==> src/rtl/mem_port_arbiter.sv <==
// Shares one memory bus between instruction fetch and load/store. It buffers the
// fetched instruction and the load data, and freezes the whole pipeline until both are ready.
module mem_port_arbiter #(
    parameter int unsigned TIMEOUT = 255
) (
    input  logic        clk,
    input  logic        rst,
    input  logic [31:0] if_addr_i,
    output logic [31:0] if_ins_o,
    input  logic [31:0] mem_addr_i,
    input  logic [31:0] mem_wdata_i,
    input  logic        mem_re_i,
    input  logic        mem_wr_i,
    input  logic [2:0]  mem_f3_i,
    output logic [31:0] mem_rdata_o,
    output logic        bus_req_o,
    output logic        bus_we_o,
    output logic [31:0] bus_addr_o,
    output logic [31:0] bus_wdata_o,
    output logic [2:0]  bus_f3_o,
    input  logic        bus_ack_i,
    input  logic [31:0] bus_rdata_i,
    output logic [4:0]  stall_o,
    output logic        bus_err_o
);

    localparam int unsigned     CNT_W    = (TIMEOUT > 1) ? $clog2(TIMEOUT) : 1;
    localparam logic [CNT_W-1:0] CNT_LAST = CNT_W'(TIMEOUT - 32'd1);
    localparam logic [2:0]      F3_WORD  = 3'b010;

    typedef enum logic [1:0] {
        IDLE,
        FETCH,
        DATA
    } state_e;

    state_e             state_q, state_d;
    logic [31:0]        ins_buf_q, ins_buf_d;
    logic [31:0]        ins_addr_q, ins_addr_d;
    logic               ins_valid_q, ins_valid_d;
    logic [31:0]        rdata_buf_q, rdata_buf_d;
    logic               dat_done_q, dat_done_d;
    logic               bus_we_q, bus_we_d;
    logic [31:0]        bus_addr_q, bus_addr_d;
    logic [31:0]        bus_wdata_q, bus_wdata_d;
    logic [2:0]         bus_f3_q, bus_f3_d;
    logic [CNT_W-1:0]   cnt_q, cnt_d;
    logic               err_q, err_d;

    logic ins_hit;
    logic dat_need;
    logic advance;

    assign ins_hit  = ins_valid_q && (ins_addr_q == if_addr_i);
    assign dat_need = (mem_re_i || mem_wr_i) && !dat_done_q;
    assign advance  = ins_hit && !dat_need;

    assign stall_o     = advance ? 5'b00000 : 5'b11111;
    assign bus_req_o   = (state_q != IDLE);
    assign bus_we_o    = bus_we_q;
    assign bus_addr_o  = bus_addr_q;
    assign bus_wdata_o = bus_wdata_q;
    assign bus_f3_o    = bus_f3_q;
    assign if_ins_o    = ins_buf_q;
    assign mem_rdata_o = rdata_buf_q;
    assign bus_err_o   = err_q;

    // Next-state: data access wins over fetch because it belongs to the older instruction.
    always_comb begin
        state_d     = state_q;
        ins_buf_d   = ins_buf_q;
        ins_addr_d  = ins_addr_q;
        ins_valid_d = ins_valid_q;
        rdata_buf_d = rdata_buf_q;
        dat_done_d  = dat_done_q;
        bus_we_d    = bus_we_q;
        bus_addr_d  = bus_addr_q;
        bus_wdata_d = bus_wdata_q;
        bus_f3_d    = bus_f3_q;
        cnt_d       = cnt_q;
        err_d       = err_q;

        if (advance) begin
            dat_done_d = 1'b0;
        end

        case (state_q)
            IDLE: begin
                cnt_d = '0;
                if (dat_need) begin
                    state_d     = DATA;
                    bus_addr_d  = mem_addr_i;
                    bus_wdata_d = mem_wdata_i;
                    bus_f3_d    = mem_f3_i;
                    bus_we_d    = mem_wr_i;
                end else if (!ins_hit) begin
                    state_d    = FETCH;
                    bus_addr_d = if_addr_i;
                    bus_we_d   = 1'b0;
                    bus_f3_d   = F3_WORD;
                end
            end
            FETCH, DATA: begin
                if (bus_ack_i) begin
                    state_d = IDLE;
                    cnt_d   = '0;
                    if (state_q == FETCH) begin
                        ins_buf_d   = bus_rdata_i;
                        ins_addr_d  = bus_addr_q;
                        ins_valid_d = 1'b1;
                    end else begin
                        if (!bus_we_q) begin
                            rdata_buf_d = bus_rdata_i;
                        end
                        dat_done_d = 1'b1;
                    end
                end else if ((TIMEOUT != 0) && (cnt_q == CNT_LAST)) begin
                    // Give up on this attempt; IDLE re-issues the same access.
                    state_d = IDLE;
                    cnt_d   = '0;
                    err_d   = 1'b1;
                end else begin
                    cnt_d = cnt_q + CNT_W'(1);
                end
            end
            default: state_d = IDLE;
        endcase
    end

    always_ff @(posedge clk) begin
        if (rst) begin
            state_q     <= IDLE;
            ins_buf_q   <= '0;
            ins_addr_q  <= '0;
            ins_valid_q <= 1'b0;
            rdata_buf_q <= '0;
            dat_done_q  <= 1'b0;
            bus_we_q    <= 1'b0;
            bus_addr_q  <= '0;
            bus_wdata_q <= '0;
            bus_f3_q    <= '0;
            cnt_q       <= '0;
            err_q       <= 1'b0;
        end else begin
            state_q     <= state_d;
            ins_buf_q   <= ins_buf_d;
            ins_addr_q  <= ins_addr_d;
            ins_valid_q <= ins_valid_d;
            rdata_buf_q <= rdata_buf_d;
            dat_done_q  <= dat_done_d;
            bus_we_q    <= bus_we_d;
            bus_addr_q  <= bus_addr_d;
            bus_wdata_q <= bus_wdata_d;
            bus_f3_q    <= bus_f3_d;
            cnt_q       <= cnt_d;
            err_q       <= err_d;
        end
    end

endmodule

==> config.mk <==
export PLATFORM = sky130hd
export DESIGN_NAME = mem_port_arbiter
export DESIGN_NICKNAME = d
export VERILOG_FILES = /design/src/rtl/mem_port_arbiter.sv
export SDC_FILE = /design/constraint.sdc
export NUM_CORES = 1
export LEC_CHECK = 0
export ABC_CLOCK_PERIOD_IN_PS = 3700
export CAP_MARGIN = 20
export CORE_MARGIN = 2
export CORE_UTILIZATION = 30
export DETAILED_ROUTE_END_ITERATION = 8
export GPL_TIMING_DRIVEN = 0
export PLACE_DENSITY = 0.62
export SETUP_SLACK_MARGIN = 0.1
export SYNTH_ARGS = -nofsm -noshare
export SYNTH_HDL_FRONTEND = slang
export SYNTH_SLANG_ARGS = --single-unit
==> constraint.sdc <==
create_clock -name clk -period 3.7 [get_ports clk]
set_input_delay 0.555 -clock clk [delete_from_list [all_inputs] [get_ports clk]]
set_output_delay 0.555 -clock clk [all_outputs]
set_load 0.01 [all_outputs]
==> impl_metrics.toml <==
[sta]
final-setup-viol-count = 0
hold_viol = 0
setup_tns_ns = 0
skew_ns = 0.0103
tightest_slew_ns = 0.930
rsz0062_at_grt = "no"
relSlewSlack_pct = 37.8
fmax_ghz = 0.291
min_period_ns = 3.43
finalMaxSlewViolations = 0
fin_crit_sh_pct = 92.8

[finish]
area_growth_pct = 53.9
final.fill_count = 2237
drive_gt1_share_pct = 4.83
nets = 1288
antenna_cells = 0
fin_cells = 1473

[clock_tree]
cts_root_buf = "clkbuf_16"
clkLatencyLatePin_ns = 0.43
clk_pin_slew_ns = 0.07
clockBufferDepth = 2
cts-htree-levels = 4
cts_buffers = 17
clock-sinks = 177
postCtsHoldBufs = 0
cts_tree = "yes"

[detailed_routing]
routed_via_density = 4.58
ant_nets = 0
drt_drc_violations_left = 0
first_iter_violations = 299
firstDrtPassIters = 4
routed_wl_mm = 24.2
vias = 6748
routedWlPerCell_um = 16.4

[worst_setup_path]
cp_top_family = "buffers and inverters"
worstPathMaxFanout = 5
slowest_delay_ns = 0.46
reg2reg_depth = 7
critPathRequiredTime_ns = 3.14
crit_buf_inv = 4
cp.arrival_ns = 2.88
r2r-start = "ins_addr_q[30]$_SDFFE_PP0P_"
end_kind = "output port"
slowest_stage = "clkdlybuf4s50_1"
crit_start = "if_addr_i[15]"
cp.depth = 8
path_class = "in -> out"
startpoint_type = "primary input"
crit_chain = "clkdlybuf4s50_1, nor2b_1, a2111o_1, nor4_4, nand4_1, buf_4, buf_4, clkdlybuf4s50_1"

[yosys]
syn_nets = 994
yosys_warnings = 0
synth_edf_count = 0
netlist_top_cells_area = "dfxtp_1 (51%), nand2_1 (14%), a21oi_1 (9.6%)"
ys_ff_latch = 177
yosysSeqAreaShare_pct = 50.5
synth_async_sr_flop_share_pct = 0
synth_area_leader_cell = "dfxtp_1"
yosysMostFrequentCell = "nand2_1"
synth.avg_cell_area_um2 = 8.22
syn-cell-area_mm2 = 0.00701
ys_types = 34
yosysTopAreaCellShare_pct = 50.5
synthFlopType = "dfxtp_1"
yosys-top-cells-count = "nand2_1 (265), dfxtp_1 (177), a21oi_1 (135)"
synth_cells = 853

[hold_path]
hp-start = "if_ins_o[26]$_SDFFE_PP0P_"
holdPathStages = 2
hold_class = "reg -> reg"

[die]
design.core.area_mm2 = 0.0228
start_util_pct = 30.8
std_cell_rows = 55
die_h_um = 157
io_pins = 275
die_width_um = 157
die-area_mm2 = 0.0246

[grt]
grt.overflow.total = 0
grt_start_max_net_pins = 18
grt_antenna_before_repair = 0
grt_pass1_vias = 6654
grt_first_pass_wirelength_mm = 36.6
track_usage_pct = 19.3

[placement]
finalWeightedCongestion = 0.804
dp_hpwl_mm = 18.0
portBuffers = 273
placed_cells = 1439

[status]
status = "complete, no violations"

[power]
ir_drop_mv = 0.289
powerDensity_mw_per_mm2 = 535
power_leakage_nw = 3.79

[job]
maxCapViolations = 0
==> placed cells by master (no fill, tap or decap), types with 4 or more instances in the layout <==
master,n
clkdlybuf4s50_1,273
nand2_1,265
dfxtp_1,177
a21oi_1,135
nor2_1,51
clkbuf_1,47
mux2i_1,32
a211oi_1,22
xnor2_1,21
clkbuf_16,17
inv_1,11
nor2b_1,11
nand2b_1,11
a211oi_2,10
nand4_1,8
xor2_1,6
buf_1,6
buf_4,6
ha_1,5
inv_6,5
nand3_1,4
==> stage by stage <==
stage | power [W] | util [%] | hold WS, ns | instance area, um2 | setup WS (ns)
2_1_floorplan | 0.00303 | - | 0.436 | 7010 | 1.21
3_3_place_gp | 0.00386 | 44.5 | 0.441 | 10100 | -0.0900
3_5_place_dp | 0.00387 | 44.5 | 0.446 | 10100 | -0.0980
4_1_cts | 0.00582 | 47.3 | 0.456 | 10800 | 0.174
5_1_grt | 0.00605 | 47.4 | 0.470 | 10800 | 0.155
6_report | 0.00577 | 47.4 | 0.453 | 10800 | 0.266
==> registers in the layout (all words and copies together) (netlist names) <==
register,count
bus_addr_o,32
bus_wdata_o,32
if_ins_o,32
ins_addr_q,32
mem_rdata_o,32
cnt_q,8
bus_f3_o,3
state_q,2
bus_err_o,1
bus_we_o,1
dat_done_q,1
ins_valid_q,1
==> logic make-up (layout without fill, tap and decap cells) <==
group,after synthesis,after routing,share of synthesized area (%)
multiplexers,32,32,4.57
AO/OA/AOI/OAI,179,179,15.4
buffers and inverters,71,378,4.16
adder cells (fa/ha/maj),5,5,0.892
flip-flops,177,177,50.5
XOR/XNOR,27,27,3.37
AND/OR/NAND/NOR,362,362,21.1
==> power by group <==
part           switching, W  total (W)  internal [W]
combinational      0.000813    0.00154      0.000731
clock              0.000850    0.00196       0.00111
sequential         0.000142    0.00227       0.00213
total               0.00180    0.00577       0.00397
==> worst reg2reg max path, cell delays in order, from the launching register on <==
cell and delay (ns):
dfxtp_1 0.32, xnor2_1 0.36, nand4_1 0.17, nor3_2 0.35, a41oi_2 0.27, clkbuf_1 0.37, nor2_1 0.22, a211oi_2 0.06
==> layout make-up <==
cell class                 count  area [um2]  area share, %
buffer                        60         250           2.32
clock inverter                14         191           1.77
inverter                      11        41.3          0.383
tap                          313         392           3.63
multi-input combinational    605        3190           29.5
timing repair buffer         275        2750           25.5
clock buffer                  18         439           4.07
sequential                   177        3540           32.8
==> layer usage <==
layer | share of wire [%] | global-route usage, % | vias up
met2 | 47 | 32.0 | 209
li1 | - | - | 3413
met1 | 45 | 25.3 | 3096
met3 | 6.2 | 4.02 | 30
met5 | 0 | 0 | -
met4 | 2.0 | 6.12 | 0
==> worst paths after layout <==
path | endpoint | slack (ns)
worst max-delay path | stall_o[4] | 0.27
worst min-delay path | if_ins_o[26]$_SDFFE_PP0P_ | 0.45
worst min register to register | if_ins_o[26]$_SDFFE_PP0P_ | 0.45
worst max register to register | bus_addr_o[27]$_SDFFE_PP0P_ | 1.44
==> what timing repair did <==
item | 4_1_cts | 5_1_grt
pin swaps | 1 | 0
buffers inserted | 2 | 0
resized for setup | 0 | 2
endpoints found under the setup margin | 5 | 4
Note: power is estimated with default switching activity, not from simulation.
